<file path="src/rtl/hamming_codec_arbiter.sv">
// hamming_codec_arbiter: round-robin sharing of one SEC-DED codec between two requesters
// ports: req_valid/req_mode/req_data0/req_data1/req_ready = job intake (one-hot grant),
//        codec_data/codec_mode out, codec_result/codec_syndrome/codec_errors in = shared codec,
//        rsp_valid/rsp_ready/rsp_id/rsp_data/rsp_status = held response channel, busy = not idle
module hamming_codec_arbiter #(
  parameter int CODEC_LAT = 1
) (
  input  logic       clk,
  input  logic       rst,
  input  logic [1:0] req_valid,
  input  logic [1:0] req_mode,
  input  logic [7:0] req_data0,
  input  logic [7:0] req_data1,
  output logic [1:0] req_ready,
  output logic [7:0] codec_data,
  output logic       codec_mode,
  input  logic [7:0] codec_result,
  input  logic [3:0] codec_syndrome,
  input  logic [1:0] codec_errors,
  output logic       rsp_valid,
  input  logic       rsp_ready,
  output logic       rsp_id,
  output logic [7:0] rsp_data,
  output logic [7:0] rsp_status,
  output logic       busy
);
  typedef enum logic [1:0] {IDLE, WAIT, RESP} state_t;
  state_t state_q, state_d;
  logic last_q, last_d, mode_q, mode_d, id_q, id_d, hs, g;
  logic [2:0] cnt_q, cnt_d;
  logic [7:0] data_q, data_d, rdat_q, rdat_d, stat_q, stat_d, sel;
  always_comb begin
    // on a tie the requester that did not win last time is granted
    req_ready = (rst || state_q != IDLE) ? 2'b00 :
                (req_valid == 2'b11) ? (last_q ? 2'b01 : 2'b10) : req_valid;
    g = req_ready[1];
    hs = |(req_valid & req_ready);
    sel = g ? req_data1 : req_data0;
    state_d = state_q;
    last_d = last_q;
    mode_d = mode_q;
    id_d = id_q;
    cnt_d = cnt_q;
    data_d = data_q;
    rdat_d = rdat_q;
    stat_d = stat_q;
    case (state_q)
      IDLE: if (hs) begin
        state_d = WAIT;
        mode_d = req_mode[g];
        data_d = req_mode[g] ? sel : {4'h0, sel[3:0]};
        id_d = g;
        last_d = g;
        cnt_d = 3'(CODEC_LAT - 1);
      end
      WAIT: if (cnt_q == 3'd0) begin
        state_d = RESP;
        rdat_d = codec_result;
        stat_d = mode_q ? {2'b00, codec_syndrome, codec_errors} : 8'h00;
      end else cnt_d = cnt_q - 3'd1;
      RESP: state_d = rsp_ready ? IDLE : RESP;
      default: state_d = IDLE;
    endcase
  end
  always_ff @(posedge clk) begin
    if (rst) begin
      state_q <= IDLE;
      last_q <= 1'b1;
      mode_q <= 1'b0;
      id_q <= 1'b0;
      cnt_q <= 3'd0;
      data_q <= 8'h00;
      rdat_q <= 8'h00;
      stat_q <= 8'h00;
    end else begin
      state_q <= state_d;
      last_q <= last_d;
      mode_q <= mode_d;
      id_q <= id_d;
      cnt_q <= cnt_d;
      data_q <= data_d;
      rdat_q <= rdat_d;
      stat_q <= stat_d;
    end
  end
  assign codec_data = data_q;
  assign codec_mode = mode_q;
  assign rsp_valid = state_q == RESP;
  assign rsp_id = id_q;
  assign rsp_data = rdat_q;
  assign rsp_status = stat_q;
  assign busy = state_q != IDLE;
endmodule

</file>
<file path="config.mk">
export PLATFORM = sky130hd
export DESIGN_NAME = hamming_codec_arbiter
export DESIGN_NICKNAME = d
export VERILOG_FILES = /design/src/rtl/hamming_codec_arbiter.sv
export SDC_FILE = /design/constraint.sdc
export NUM_CORES = 1
export LEC_CHECK = 0
export CORE_MARGIN = 5
export CORE_UTILIZATION = 42
export CTS_CLUSTER_DIAMETER = 50
export DETAILED_ROUTE_END_ITERATION = 16
export PLACE_DENSITY = 0.84
export SYNTH_ARGS = -nofsm -noshare
export SYNTH_HDL_FRONTEND = slang
export SYNTH_SLANG_ARGS = --single-unit
export TNS_END_PERCENT = 5
</file>
<file path="constraint.sdc">
create_clock -name clk -period 3.8 [get_ports clk]
set_clock_uncertainty 0.15 [all_clocks]
set_input_delay 0.57 -clock clk [delete_from_list [all_inputs] [get_ports clk]]
set_output_delay 0.57 -clock clk [all_outputs]
set_load 0.05 [all_outputs]
</file>
==> results.yml <==
status:
  status: "complete, no violations"
detailed_routing:
  route.detailed.drc: 0
  drtIter0Drc: 77
  drtAntennaViolNets: 0
  routedWlPerCell_um: 12.6
  via_count: 1283
  first_pass_iters: 4
  vias_per_cell: 4.81
  drt_wl_total_mm: 3.38
clock_network:
  post_cts_buffers: 0
  cts_made_buffers: 5
  clk-insertion-delay-late_ns: 0.32
  cts_tree: "built"
  ctsHoldBuffers: 0
  cts_resized: 0
  clock_sinks: 30
  path_clk_slew_ns: 0.09
  htreeDepth: 2
  cts_root_buf: "clkbuf_4"
  clockBufferDepth: 2
cells_and_area:
  layout_commonest_cell: "clkdlybuf4s50_1"
  fin_area_um2: 2110
  diodes: 0
  final_cell_mix: "clkdlybuf4s50_1, dfxtp_1, nand2_1"
  area_growth_pct: 60.3
  nets: 261
  layout-drive-gt1-share: 0.103
  fin_cells: 267
timing:
  finalMaxSlewViolations: 0
  fin_ws_ns: 1.12
  hold_ws_ns: 0.309
  fin_crit_ns: 2.68
  fin_tns_setup_ns: 0
  setup-violations-final: 0
  rsz0062_at_grt: "false"
  hold_violations: 0
  relSlewSlack: 0.622
  timing.final.crit_share: 0.704
  worst_pin_slew_ns: 0.567
  fmax_mhz: 374
die:
  die_w_um: 66.0
  core_area_um2: 3030
  std_cell_rows: 20
  dieArea_um2: 4350
  io_pins: 67
  die_h_um: 66.0
  start_util: 0.434
yosys:
  synth_seq_cells: 30
  seq_area_frac_synth: 0.457
  synth_cell_types: 33
  syn_inst: 157
  yosys_warnings: 0
  syn_avg_cell_area_um2: 8.38
  synth_area_um2: 1320
placed_design:
  gp_congestion: 0.767
  place_area_um2: 2000
  post-dp-hpwl_mm: 2.58
  io_buffers: 64
  placed_cells: 259
  pre_cts_ws_ns: 0.985
grt:
  grt_util_all_layers: 0.160
  grt_pass1_vias: 1176
  grt_overflow_total: 0
  antenna_found_initial: 0
  grt_pass1_wl_mm: 5.29
  grt_max_degree: 16
setup_path:
  r2r_end: "codec_mode"
  crit_end: "req_ready[1]"
  crit_type: "in -> out"
  rr_worst_depth: 6
  crit_path_start: "rst"
  cp_max_fo: 15
  rrSetupSlack_ns: 2.05
  cp_data_required_time_ns: 3.08
  cp-start-kind: "primary input"
  critPathCaptureType: "output pin"
  max_stage_delay_ns: 0.68
  r2r-start: "state_q[0]"
  arrival_ns: 1.96
  critical_path.cell_chain: "clkdlybuf4s50_1, a21o_1, nor2_4, buf_12"
  crit_path_top_delay_cell: "clkdlybuf4s50_1"
min_path:
  hold_path_class: "reg -> reg"
job:
  drv_cap: 0
pwr:
  power.leakage_nw: 0.766
  ir_drop_mv: 0.249
  pwr_density_cell_nw_per_um2: 421
-- registers in the layout, summed over array words and instances, names as in the netlist --
register / count
codec_data: 8
rsp_status: 6
rsp_data: 8
last_q: 1
rsp_id: 1
state_q: 2
cnt_q: 3
codec_mode: 1
-- synthesized netlist by cell type (all sizes together) --
library cell,instances,share of area
a211o,1,0.0067
inv,4,0.011
a221oi,4,0.027
nand2,29,0.083
a21o,1,0.0057
a31oi,1,0.0048
nor2b,3,0.014
buf,4,0.019
a211oi,4,0.038
dfxtp,30,0.46
o21a,1,0.0057
or3,2,0.0095
nor3,7,0.030
ha,2,0.019
clkbuf,6,0.017
a311oi,1,0.0067
and4b,1,0.0076
nand2b,1,0.0048
or3b,1,0.0086
a21oi,19,0.072
nor2,15,0.052
or2b,1,0.0057
conb,1,0.0029
nand3,10,0.038
mux2i,4,0.030
and2b,1,0.0057
nand3b,1,0.0057
nor3b,2,0.011
-- critical path, delay by kind of cell --
| family | cells | cell delay, ns |
|---|---|---|
| buffers and inverters | 2 | 0.85 |
| AO/OA/AOI/OAI | 1 | 0.32 |
| AND/OR/NAND/NOR | 1 | 0.21 |
-- report_power, final --
| part | switching [mW] | internal (mW) | total, mW | leakage, nW |
|---|---|---|---|---|
| Clock | 0.109 | 0.223 | 0.332 | 0.0585 |
| Combinational | 0.122 | 0.0892 | 0.212 | 0.463 |
| Sequential | 0.0125 | 0.332 | 0.344 | 0.245 |
-- per-layer routing --
metal	global-route usage	vias to the layer above	routed length [um]
met3	0.0544	6	204
met4	0.0609	0	55
met1	0.176	571	1450
met2	0.282	36	1660
li1	-	670	-
met5	0	-	0
-- per-stage QoR --
step | total power [mW] | utilization
after floorplan | 0.478 | -
after global placement | 0.562 | 0.660
after detailed placement | 0.564 | 0.660
after CTS | 0.896 | 0.696
after global routing | 0.932 | 0.696
final | 0.888 | 0.696
-- how the worst min path moves through the flow --
stage / endpoint / startpoint / slack (ns) / cells after the start
after floorplan: cnt_q[1] / cnt_q[1] / 0.29 / 2
after CTS: rsp_status[4] / rsp_status[4] / 0.31 / 2
after global placement: rsp_status[4] / rsp_status[4] / 0.29 / 2
after global routing: rsp_data[3] / rsp_data[3] / 0.33 / 2
final: rsp_status[4] / rsp_status[4] / 0.31 / 2
after detailed placement: rsp_status[4] / rsp_status[4] / 0.30 / 2
-- kinds of logic (layout without fill, tap and decap cells) --
| kind of cell | Yosys count | count (layout) | share of synthesized area |
|---|---|---|---|
| buf+inv | 14 | 79 | 0.0476 |
| simple gates | 74 | 74 | 0.277 |
| flops | 30 | 30 | 0.457 |
| other cells | 1 | 2 | 0.00285 |
| compound gates | 32 | 32 | 0.167 |
| mux | 4 | 4 | 0.0304 |
| fa+ha+maj | 2 | 2 | 0.0190 |
-- final cells by class --
cell class	count	area, um2
sequential	30	601
clock inverter	2	60.1
tap	44	55.1
clock buffer	6	51.3
inverter	4	15.0
timing repair buffer	67	671
multi-input combinational	114	656
fill	248	920
(Power assumes the default switching activity.)
